[config.mk]
export PLATFORM = sky130hd
export DESIGN_NAME = r2r_wave_gen
export DESIGN_NICKNAME = d
export VERILOG_FILES = /design/src/rtl/r2r_pkg.sv /design/src/rtl/r2r_pad_sync.sv /design/src/rtl/r2r_wave_gen.sv
export SDC_FILE = /design/constraint.sdc
export NUM_CORES = 1
export LEC_CHECK = 0
export CAP_MARGIN = 10
export CORE_MARGIN = 10
export CORE_UTILIZATION = 45
export DETAILED_ROUTE_END_ITERATION = 6
export GPL_TIMING_DRIVEN = 0
export PLACE_DENSITY = 0.65
export SLEW_MARGIN = 20
export SYNTH_ARGS = -nofsm -noshare
export SYNTH_HDL_FRONTEND = slang
export SYNTH_SLANG_ARGS = --single-unit
[constraint.sdc]
create_clock -name clk -period 5.81 [get_ports clk]
set_input_delay 0.581 -clock clk [delete_from_list [all_inputs] [get_ports clk]]
set_output_delay 0.581 -clock clk [all_outputs]
set_load 0.005 [all_outputs]
[src/rtl/r2r_pkg.sv]
// r2r_pkg: shared encodings and constants for the R2R waveform sample source.
package r2r_pkg;

    typedef enum logic [1:0] {
        MODE_BUF = 2'd0,
        MODE_SAW = 2'd1,
        MODE_TRI = 2'd2,
        MODE_SQR = 2'd3
    } mode_e;

    typedef enum logic {
        DIR_UP   = 1'b0,
        DIR_DOWN = 1'b1
    } dir_e;

    localparam logic [7:0] MIDSCALE       = 8'h80;
    localparam logic [7:0] DEFAULT_RELOAD = 8'hFF;

    function automatic logic [7:0] square_code(input logic [7:0] phase);
        return phase[7] ? 8'hFF : 8'h00;
    endfunction

endpackage

[src/rtl/r2r_pad_sync.sv]
// r2r_pad_sync: multi-flop pad synchroniser with an edge detector on the last stage.
module r2r_pad_sync #(
    parameter int unsigned STAGES   = 2,
    parameter int unsigned WIDTH    = 1,
    parameter bit          ANY_EDGE = 1'b0
) (
    input  logic             clk,
    input  logic             n_rst,
    input  logic [WIDTH-1:0] pad,
    output logic [WIDTH-1:0] level,
    output logic             edge_det
);

    logic [WIDTH-1:0] stage_q [STAGES];
    logic [WIDTH-1:0] prev_q;

    always_ff @(posedge clk or negedge n_rst) begin
        if (!n_rst) begin
            for (int i = 0; i < int'(STAGES); i++) begin
                stage_q[i] <= '0;
            end
            prev_q <= '0;
        end else begin
            stage_q[0] <= pad;
            for (int i = 1; i < int'(STAGES); i++) begin
                stage_q[i] <= stage_q[i-1];
            end
            prev_q <= stage_q[STAGES-1];
        end
    end

    assign level = stage_q[STAGES-1];

    // Strobes want a rising edge; multi-bit levels such as mode want any change.
    assign edge_det = ANY_EDGE ? |(level ^ prev_q) : |(level & ~prev_q);

endmodule

[src/rtl/r2r_wave_gen.sv]
// r2r_wave_gen: saw/triangle/square generator or sample-buffer player at a divided
// sample rate, driving the 8-bit code bus of the R2R DAC control stage.
module r2r_wave_gen
    import r2r_pkg::*;
#(
    parameter int unsigned DEPTH       = 16,
    parameter int unsigned DIV_W       = 8,
    parameter int unsigned SYNC_STAGES = 2
) (
    input  logic                   clk,
    input  logic                   n_rst,
    input  logic [7:0]             wr_data,
    input  logic                   wr_stb,
    input  logic                   div_load,
    input  logic                   buf_clr,
    input  logic                   run,
    input  logic [1:0]             mode,
    output logic [7:0]             sample,
    output logic                   sample_stb,
    output logic                   wrap,
    output logic [$clog2(DEPTH):0] buf_len
);

    localparam int unsigned AW = $clog2(DEPTH);
    localparam int unsigned LW = AW + 1;

    // ---------------------------------------------------------------- pad sync
    logic       wr_rise;
    logic       div_rise;
    logic       clr_rise;
    logic       run_s;
    logic [1:0] mode_lvl;
    logic       mode_chg;
    mode_e      mode_s;

    logic unused_wr_level;
    logic unused_div_level;
    logic unused_clr_level;
    logic unused_run_edge;

    r2r_pad_sync #(.STAGES(SYNC_STAGES), .WIDTH(1), .ANY_EDGE(1'b0)) u_sync_wr (
        .clk      (clk),
        .n_rst    (n_rst),
        .pad      (wr_stb),
        .level    (unused_wr_level),
        .edge_det (wr_rise)
    );

    r2r_pad_sync #(.STAGES(SYNC_STAGES), .WIDTH(1), .ANY_EDGE(1'b0)) u_sync_div (
        .clk      (clk),
        .n_rst    (n_rst),
        .pad      (div_load),
        .level    (unused_div_level),
        .edge_det (div_rise)
    );

    r2r_pad_sync #(.STAGES(SYNC_STAGES), .WIDTH(1), .ANY_EDGE(1'b0)) u_sync_clr (
        .clk      (clk),
        .n_rst    (n_rst),
        .pad      (buf_clr),
        .level    (unused_clr_level),
        .edge_det (clr_rise)
    );

    r2r_pad_sync #(.STAGES(SYNC_STAGES), .WIDTH(1), .ANY_EDGE(1'b0)) u_sync_run (
        .clk      (clk),
        .n_rst    (n_rst),
        .pad      (run),
        .level    (run_s),
        .edge_det (unused_run_edge)
    );

    r2r_pad_sync #(.STAGES(SYNC_STAGES), .WIDTH(2), .ANY_EDGE(1'b1)) u_sync_mode (
        .clk      (clk),
        .n_rst    (n_rst),
        .pad      (mode),
        .level    (mode_lvl),
        .edge_det (mode_chg)
    );

    assign mode_s = mode_e'(mode_lvl);

    // ---------------------------------------------------------------- divider
    logic [DIV_W-1:0] reload_q;
    logic [DIV_W-1:0] count_q;
    logic             tick;

    // A reload restarts the period, so no tick is issued on the load cycle.
    assign tick = run_s && (count_q == '0) && !div_rise;

    always_ff @(posedge clk or negedge n_rst) begin
        if (!n_rst) begin
            reload_q <= DIV_W'(DEFAULT_RELOAD);
            count_q  <= DIV_W'(DEFAULT_RELOAD);
        end else if (div_rise) begin
            reload_q <= DIV_W'(wr_data);
            count_q  <= DIV_W'(wr_data);
        end else if (!run_s || (count_q == '0)) begin
            count_q <= reload_q;
        end else begin
            count_q <= count_q - DIV_W'(1);
        end
    end

    // ---------------------------------------------------------------- sample buffer
    logic [7:0]    mem [DEPTH];
    logic [AW-1:0] wp_q;
    logic [LW-1:0] len_q;
    logic          do_write;

    // Clear wins over a coincident write.
    assign do_write = wr_rise && !clr_rise;

    always_ff @(posedge clk) begin
        if (do_write) begin
            mem[wp_q] <= wr_data;
        end
    end

    always_ff @(posedge clk or negedge n_rst) begin
        if (!n_rst) begin
            wp_q  <= '0;
            len_q <= '0;
        end else if (clr_rise) begin
            wp_q  <= '0;
            len_q <= '0;
        end else if (do_write) begin
            wp_q <= wp_q + AW'(1);
            if (len_q != LW'(DEPTH)) begin
                len_q <= len_q + LW'(1);
            end
        end
    end

    assign buf_len = len_q;

    // ---------------------------------------------------------------- generator
    logic [7:0]    phase_q;
    logic [7:0]    phase_d;
    dir_e          dir_q;
    dir_e          dir_d;
    logic [AW-1:0] idx_q;
    logic [AW-1:0] idx_d;
    logic          lapped_q;
    logic          lapped_d;
    logic          idx_last;
    logic [7:0]    gen_sample;
    logic          gen_wrap;

    assign idx_last = (({1'b0, idx_q} + LW'(1)) == len_q);

    always_comb begin
        phase_d    = phase_q;
        dir_d      = dir_q;
        idx_d      = idx_q;
        lapped_d   = lapped_q;
        gen_sample = sample;
        gen_wrap   = 1'b0;
        unique case (mode_s)
            MODE_BUF: begin
                if (len_q != '0) begin
                    gen_sample = mem[idx_q];
                    // Index 0 after at least one play means the buffer came round again.
                    gen_wrap   = lapped_q && (idx_q == '0);
                    lapped_d   = 1'b1;
                    idx_d      = idx_last ? '0 : idx_q + AW'(1);
                end else begin
                    gen_sample = MIDSCALE;
                end
            end
            MODE_SAW: begin
                phase_d    = phase_q + 8'd1;
                gen_sample = phase_d;
                gen_wrap   = (phase_d == 8'h00);
            end
            MODE_TRI: begin
                phase_d    = (dir_q == DIR_UP) ? phase_q + 8'd1 : phase_q - 8'd1;
                gen_sample = phase_d;
                gen_wrap   = (dir_q == DIR_DOWN) && (phase_d == 8'h00);
                if (phase_d == 8'hFF) begin
                    dir_d = DIR_DOWN;
                end else if (phase_d == 8'h00) begin
                    dir_d = DIR_UP;
                end
            end
            MODE_SQR: begin
                phase_d    = phase_q + 8'd1;
                gen_sample = square_code(phase_d);
                gen_wrap   = (phase_d == 8'h00);
            end
        endcase
    end

    always_ff @(posedge clk or negedge n_rst) begin
        if (!n_rst) begin
            sample     <= MIDSCALE;
            sample_stb <= 1'b0;
            wrap       <= 1'b0;
            phase_q    <= 8'h00;
            dir_q      <= DIR_UP;
            idx_q      <= '0;
            lapped_q   <= 1'b0;
        end else begin
            sample_stb <= 1'b0;
            wrap       <= 1'b0;
            if (mode_chg) begin
                // Restart the new waveform from its origin; sample holds until the next tick.
                phase_q  <= 8'h00;
                dir_q    <= DIR_UP;
                idx_q    <= '0;
                lapped_q <= 1'b0;
            end else begin
                if (tick) begin
                    sample     <= gen_sample;
                    sample_stb <= 1'b1;
                    wrap       <= gen_wrap;
                    phase_q    <= phase_d;
                    dir_q      <= dir_d;
                    idx_q      <= idx_d;
                    lapped_q   <= lapped_d;
                end
                if (clr_rise) begin
                    idx_q    <= '0;
                    lapped_q <= 1'b0;
                end
            end
        end
    end

endmodule

==> impl_results.md, run 1 <==
- Met3 GRT Util: 0.0304
- Layout area overhead: 13.2%
- 1st-iter DRT viols: 403
- Worst path max stage delay: 0.61 ns
- Max-slew violation count: 0
- M1 GR Usage: 0.199
- Hold_ws: 0.0147 ns
- Final core utilization: 0.519
- Setup-failing EPs final: 0
- Cells along the critical path: clkbuf_1 -> clkbuf_1 -> mux4_2 -> a221oi_2 -> nor3_1 -> a2111oi_2 -> nor2_1
- Total wire length: 18100 um
- Initial antenna violation count: 0
- CTS tree: done
- Vias per cell: 5.64
- Family with the most delay on the worst path: buffers and inverters
- Worst Path Buf+Inv: 2
- Synth Warn #: 0
- Outcome: finished, final reports clean
- Most Crowded Layer GR: met2
- Crit-path max FO: 10
- Largest net degree at the start of global routing: 51
- EDFF count, synth: 128
- Top cell type's share of synthesized area: 0.448
- Post-DP HPWL: 12600 um
- Root Driver: clkbuf_16
- Arrival @ worst endpoint: 3.14 ns
- Synth Area in Simple Gates: 0.116
- Largest family of logic cells by synthesized area: simple AND/OR/NAND/NOR gates
- Clock Skew: 0.0139 ns
- Mux share of post-synthesis cell area: 0.0929
- LEAKAGE: 3.40 nW
- Setup bufs post-CTS: 0
- Stages on worst setup path: 7
- Worst r2r src: idx_q[2]
- Worst setup margin: 2.99 ns
- Net Count, Synth: 628
- Layout Nets: 679
- Reg area: 5520 um2
- Num CTS Buffers: 17
- Global Route Usage Sum: 0.152
- CTS H-tree lvls: 4
- Largest cells by area after synthesis: edfxtp_1, dfrtp_1, mux4_2
- Die W: 158 um
- Post-CTS sizing: 0
- Final hold violations: 0
- Cell area after layout: 9720 um2
- Clk_lat worst skew: 0.43 ns
- Post-Syn Area: 8580 um2
- First-pass GRT wire length: 28800 um
- Buffers added on ports: 30
- Worst Setup SP: idx_q[2]
- Minimum clock period: 2.82 ns
- Synth Register Bits: 194
- Syn avg cell area: 14.3 um2
- Core Rows: 50
- Fin cells: 897
- Hold Crit Class: in2async
- Pwr Density: 296 nW/um2
- I/O pin count: 31
- Initial Util: 0.459
- Filler cells: 1522
- Post-DRT Antenna Nets: 0
- CTS Sinks: 194
- Max_slew headroom: 0.364
- Required time worst endpoint: 6.13 ns
- Vias in the first global route: 5226
- Cell count after synthesis: 599
- Via count: 5057
- CP Capture Type: flip-flop
- Fraction of registers with async set/reset: 0.340
- R2R depth: 7
- Residual DRC count: 0
- Crit Path Class: reg2reg
- Synth unique cells: 67
- Drt pass-1 iters: 5
- Sequential-to-total area share from yosys stat: 0.643
- Synth area leader: edfxtp_1
- Max-cap violations: 0
- Placed insts: 865
- Overall power: 2.87 mW
- Fmax: 0.354 GHz
- Top_reg_cell synth: edfxtp_1
- Die area: 25000 um2
- Slew @ Worst Pin: 0.951 ns
- XOR/XNOR Fraction of Synth Area: 0.0347
- Post-Place Worst Slack: 2.91 ns
- Die span in y: 158 um
- Crit start category: flip-flop
- CTS clk-pin slew, worst paths: 0.07 ns
- GR Layer Usage met2: 0.248
- Max VDD drop: 0.221 mV
- CP max stage cell: clkbuf_1
- Placed cell area: 9210 um2
- Total core area: 18700 um2
- Post-synthesis compound-gate area fraction: 0.0728
- Tcrit/Tclk final: 0.486
- WL per Instance: 20.2 um
- Setup TNS: 0 ns
- Area of the multi-input gates: 2880 um2
- Most frequent CP cell: clkbuf_1
- Diodes inserted: 0
- Final Wtd Congestion: 0.884
- Layout cells sized above 1: 0.145
- RSZ-0062 raised after global routing: no
- Total congestion overflow: 0
- Adder-cell share of the synthesized area: 0.0190
- Bufs on Longest Clock Path: 2
- CTS Hold Bufs: 0
## where the power goes
part / switching, mW / total (mW) / internal [mW]
Sequential: 0.0462 / 1.59 / 1.55
Combinational: 0.138 / 0.257 / 0.119
Clock: 0.481 / 1.02 / 0.541
## synthesized netlist by cell type, types with 3 or more instances
| cell type | count |
|---|---|
| edfxtp_1 | 128 |
| nand2_1 | 60 |
| nor2_1 | 50 |
| dfrtp_1 | 49 |
| a21oi_1 | 27 |
| mux4_2 | 24 |
| o21ai_0 | 18 |
| xor2_1 | 18 |
| dfstp_2 | 17 |
| clkbuf_1 | 16 |
| xnor2_1 | 16 |
| a22oi_1 | 13 |
| ha_1 | 13 |
| inv_1 | 12 |
| and2_1 | 10 |
| mux4_1 | 9 |
| nand2b_1 | 9 |
| nor2b_1 | 9 |
| nor3_1 | 9 |
| nor3b_1 | 7 |
| buf_2 | 6 |
| nand3_1 | 6 |
| nand4_1 | 4 |
| a31oi_1 | 3 |
| and3_1 | 3 |
| and4_1 | 3 |
| nor4b_1 | 3 |
| o32a_1 | 3 |
| or4b_1 | 3 |
## worst register-to-register path: cells and delay by family (launching register included)
family / cells / cell delay [ns]
and+or+nand+nor: 2 / 0.22
muxes: 1 / 0.44
DFF: 1 / 0.33
AOI/OAI and AO/OA: 2 / 0.75
buffers and inverters: 2 / 0.97
## layout by cell type (no fill, tap or decap), types with 3 or more instances in the layout
cell type        instances
o32a_1                   3
and3_1                   3
edfxtp_1               128
nor3b_1                  7
and2_1                  10
xnor2_1                 16
ha_1                    13
nor4b_1                  3
inv_1                   12
clkdlybuf4s50_1         29
dfstp_2                 17
nand2b_1                 9
buf_4                    4
nor2b_1                  9
a22oi_1                 13
xor2_1                  18
nand4_1                  4
nor3_1                   8
clkbuf_1                20
nand2_1                 60
nand3_1                  6
and4_1                   3
or4b_1                   3
mux4_1                   9
a31oi_1                  3
clkinv_2                 4
mux4_2                  24
dfrtp_1                 49
o21ai_0                 18
nor2_1                  50
clkbuf_16               17
buf_2                    6
a21oi_1                 27
## routing by layer
layer	share of wire	wire length, um
met3	0.043	769
met5	0	0
met1	0.45	8120
met4	0.012	219
met2	0.50	8980
## registers in the layout, indices dropped and copies added (netlist names), 2 cells and up
| signal | count |
|---|---|
| u_sync_mode.level | 2 |
| u_sync_mode.stage_q | 2 |
| reload_q | 8 |
| count_q | 8 |
| wp_q | 4 |
| phase_q | 8 |
| idx_q | 4 |
| buf_len | 5 |
| mem | 128 |
| sample | 8 |
| u_sync_mode.prev_q | 2 |
## cells by family after synthesis
kind of cell / after synthesis
flops: 194
simple gates: 192
compound gates: 91
buf+inv: 40
mux: 35
xor+xnor: 34
fa+ha+maj: 13
## final timing paths
| check | slack [ns] | end |
|---|---|---|
| max | 2.99 | sample[1] |
| min | 0.01 | u_sync_clr.stage_q[1] |
| max reg2reg | 2.99 | sample[1] |
| min reg2reg | 0.35 | u_sync_mode.level[1] |
| max in group asynchronous | 5.22 | sample[7] |
| min in group clk | 0.35 | u_sync_mode.level[1] |
## cell type report
cell class,instances,share of cell area
flip-flops and latches,194,0.568
multi-input cells,365,0.296
clock buffers,21,0.0453
repair buffers,32,0.0343
well taps,234,0.0301
plain buffers,28,0.0148
clock inverters,11,0.00670
inverters,12,0.00464
(Power assumes the default switching activity.)
==> inputs of run 2 (changes only) <==
--- a/config.mk
+++ b/config.mk
@@ -10,7 +10,7 @@
 export CORE_UTILIZATION = 45
 export DETAILED_ROUTE_END_ITERATION = 6
 export GPL_TIMING_DRIVEN = 0
-export PLACE_DENSITY = 0.65
+export PLACE_DENSITY = 0.67
 export SLEW_MARGIN = 20
 export SYNTH_ARGS = -nofsm -noshare
 export SYNTH_HDL_FRONTEND = slang
==> constraint.sdc (replaced) <==
create_clock -name clk -period 2.5 [get_ports clk]
set_input_delay 0.25 -clock clk [delete_from_list [all_inputs] [get_ports clk]]
set_output_delay 0.25 -clock clk [all_outputs]
set_load 0.005 [all_outputs]
==> run 2 against run 1 <==
  * Global-route usage is 0.45 points higher
  * Count of clock-buffer cells in the layout fell by 3
  * First-iteration DRC count shrank 6.5%
  * Sequential cell count stayed put
  * Critical path depth down 2
  * Sequential power is 130% higher
  * Final cell count decreased by 0.22%
  * Die area stayed put
==> impl_results.md, run 2 (synthesis gave the netlist of run 1 again) <==
- Max_slew headroom: 0.385 (+0.0210)
- Total wire length: 18500 um (+2.5%)
- Setup bufs post-CTS: 0 (unchanged)
- Global Route Usage Sum: 0.156 (+0.00454)
- CP max stage cell: mux4_2
- CTS H-tree lvls: 4 (unchanged)
- Bufs on Longest Clock Path: 2 (unchanged)
- Vias per cell: 5.73 (+1.6%)
- 1st-iter DRT viols: 377 (-6.5%)
- Num CTS Buffers: 17 (unchanged)
- Final hold violations: 0 (unchanged)
- Crit-path max FO: 10 (unchanged)
- Pwr Density: 736 nW/um2 (+150%)
- M1 GR Usage: 0.202 (+0.00300)
- Post-DP HPWL: 12600 um (+0.11%)
- Crit start category: flip-flop
- CTS Sinks: 194 (unchanged)
- Layout Nets: 677 (-0.29%)
- Required time worst endpoint: 2.82 ns (-3.31 ns)
- Reg area: 5520 um2 (unchanged)
- Commonest non-fill, non-tap cells in the layout: edfxtp_1, nand2_1, nor2_1
- Area of the multi-input gates: 2930 um2 (+1.8%)
- Clk_lat worst skew: 0.44 ns (about the same)
- Diodes inserted: 0 (unchanged)
- WL per Instance: 20.7 um (+2.8%)
- Clock Skew: 0.00696 ns (-0.00693 ns)
- Total congestion overflow: 0 (unchanged)
- Largest net degree at the start of global routing: 58 (+14%)
- Buffers added on ports: 30 (unchanged)
- Worst path max stage delay: 0.52 ns (-0.09 ns)
- Fin cells: 895 (-0.22%)
- Arrival @ worst endpoint: 2.68 ns (-0.46 ns)
- Met3 GRT Util: 0.0304 (unchanged)
- Post-DRT Antenna Nets: 0 (unchanged)
- Die span in y: 158 um (unchanged)
- Worst Path Buf+Inv: 1 (-1)
- Filler cells: 1481 (-2.7%)
- Placed insts: 864 (-0.12%)
- Die area: 25000 um2 (unchanged)
- Largest reg by FF count: mem
- Outcome: finished, final reports clean
- Vias in the first global route: 5294 (+1.3%)
- Final Wtd Congestion: 0.864 (-2.3%)
- Max-slew violation count: 0 (unchanged)
- Tcrit/Tclk final: 0.943 (+0.457)
- Minimum clock period: 2.36 ns (-0.467 ns)
- Slew @ Worst Pin: 0.918 ns (-0.0330 ns)
- Fmax: 0.424 GHz (+20%)
- Hold Crit Class: in2async
- Die W: 158 um (unchanged)
- Drt pass-1 iters: 5 (unchanged)
- Residual DRC count: 0 (unchanged)
- Total core area: 18700 um2 (unchanged)
- I/O pin count: 31 (unchanged)
- CP Capture Type: flip-flop
- Initial Util: 0.459 (unchanged)
- Initial antenna violation count: 0 (unchanged)
- Layout cells sized above 1: 0.162 (+0.0171)
- Cells along the critical path: clkbuf_1 -> mux4_1 -> mux4_2 -> a211oi_2 -> nor2_1
- Layout area overhead: 15.4%
- Setup-failing EPs final: 0 (unchanged)
- Max-cap violations: 0 (unchanged)
- Final core utilization: 0.529 (+0.00997)
- Commonest non-fill, non-tap cell in the layout: edfxtp_1
- Via count: 5125 (+1.3%)
- Core Rows: 50 (unchanged)
- Family with the most delay on the worst path: multiplexers
- First-pass GRT wire length: 29600 um (+2.9%)
- Largest register FFs: 128 (unchanged)
- GR Layer Usage met2: 0.257 (+0.00824)
- Max VDD drop: 0.512 mV (+130%)
- Most Crowded Layer GR: met2
- CTS tree: done
- Crit Path Class: reg2reg
- Root Driver: clkbuf_16
- CTS clk-pin slew, worst paths: 0.07 ns (about the same)
- LEAKAGE: 3.48 nW (+2.3%)
- RSZ-0062 raised after global routing: no
-- run 2: changes by cell type in the layout (fill, tap and decap cells not counted), sizes merged --
cell and change:
bufinv +5, clkbuf -4, clkinv -3, buf -2, dlygate4sd3 +1, inv +1
-- run 2: final timing paths --
path	start	to	slack (ns)	depth (start not counted)
worst max-delay path	idx_q[3]	sample[0]	0.14	5
worst min-delay path	n_rst	phase_q[0]	0.18	2
worst max register to register	idx_q[3]	sample[0]	0.14	5
worst min register to register	u_sync_div.stage_q[1]	u_sync_div.level	0.35	0
max in group asynchronous	n_rst	count_q[0]	1.75	3
min in group clk	mode[0]	u_sync_mode.stage_q[2]	0.24	1
-- run 2: metrics by stage --
stage | cell area (um2) | hold WS [ns] | TNS, ns | total power [mW] | setup WS [ns]
6_report | 9900 | 0.182 | 0 | 7.29 | 0.142
5_1_grt | 9900 | 0.194 | 0 | 7.55 | 0.0119
4_1_cts | 9870 | 0.178 | 0 | 7.33 | 0.000723
3_5_place_dp | 9200 | 0.100 | -1.33 | 4.37 | -0.370
3_3_place_gp | 9170 | 0.332 | -47.38 | 4.34 | -0.880
2_1_floorplan | 8580 | -0.0456 | 0 | 4.07 | 0.335
-- run 2: layout make-up --
class / count / area share
sequential: 194 / 0.557
multi-input combinational: 365 / 0.296
clock buffer: 18 / 0.0433
timing repair buffer: 32 / 0.0339
tap: 234 / 0.0296
clock inverter: 14 / 0.0212
buffer: 26 / 0.0144
inverter: 12 / 0.00455
-- run 2: per-layer routing --
metal	routed length (um)	part of all wire
met3	797	0.043
met1	8240	0.44
met2	9200	0.50
met5	0	0
met4	306	0.017
-- run 2: what timing repair did --
item                                   in CTS  in global routing
setup endpoints to repair                  12                 13
pin swaps                                   0                  1
resized for setup                           6                  8
endpoints found under the hold margin      49                  0
hold buffers                                1                  0
cloned                                      0                  0
-- run 2: power by group --
part	leakage [nW]	switching, mW	internal (mW)	total [mW]
Sequential	1.97	0.111	3.60	3.71
Clock	0.303	1.20	1.77	2.97
Combinational	1.21	0.329	0.283	0.612
Total	3.48	1.64	5.65	7.29
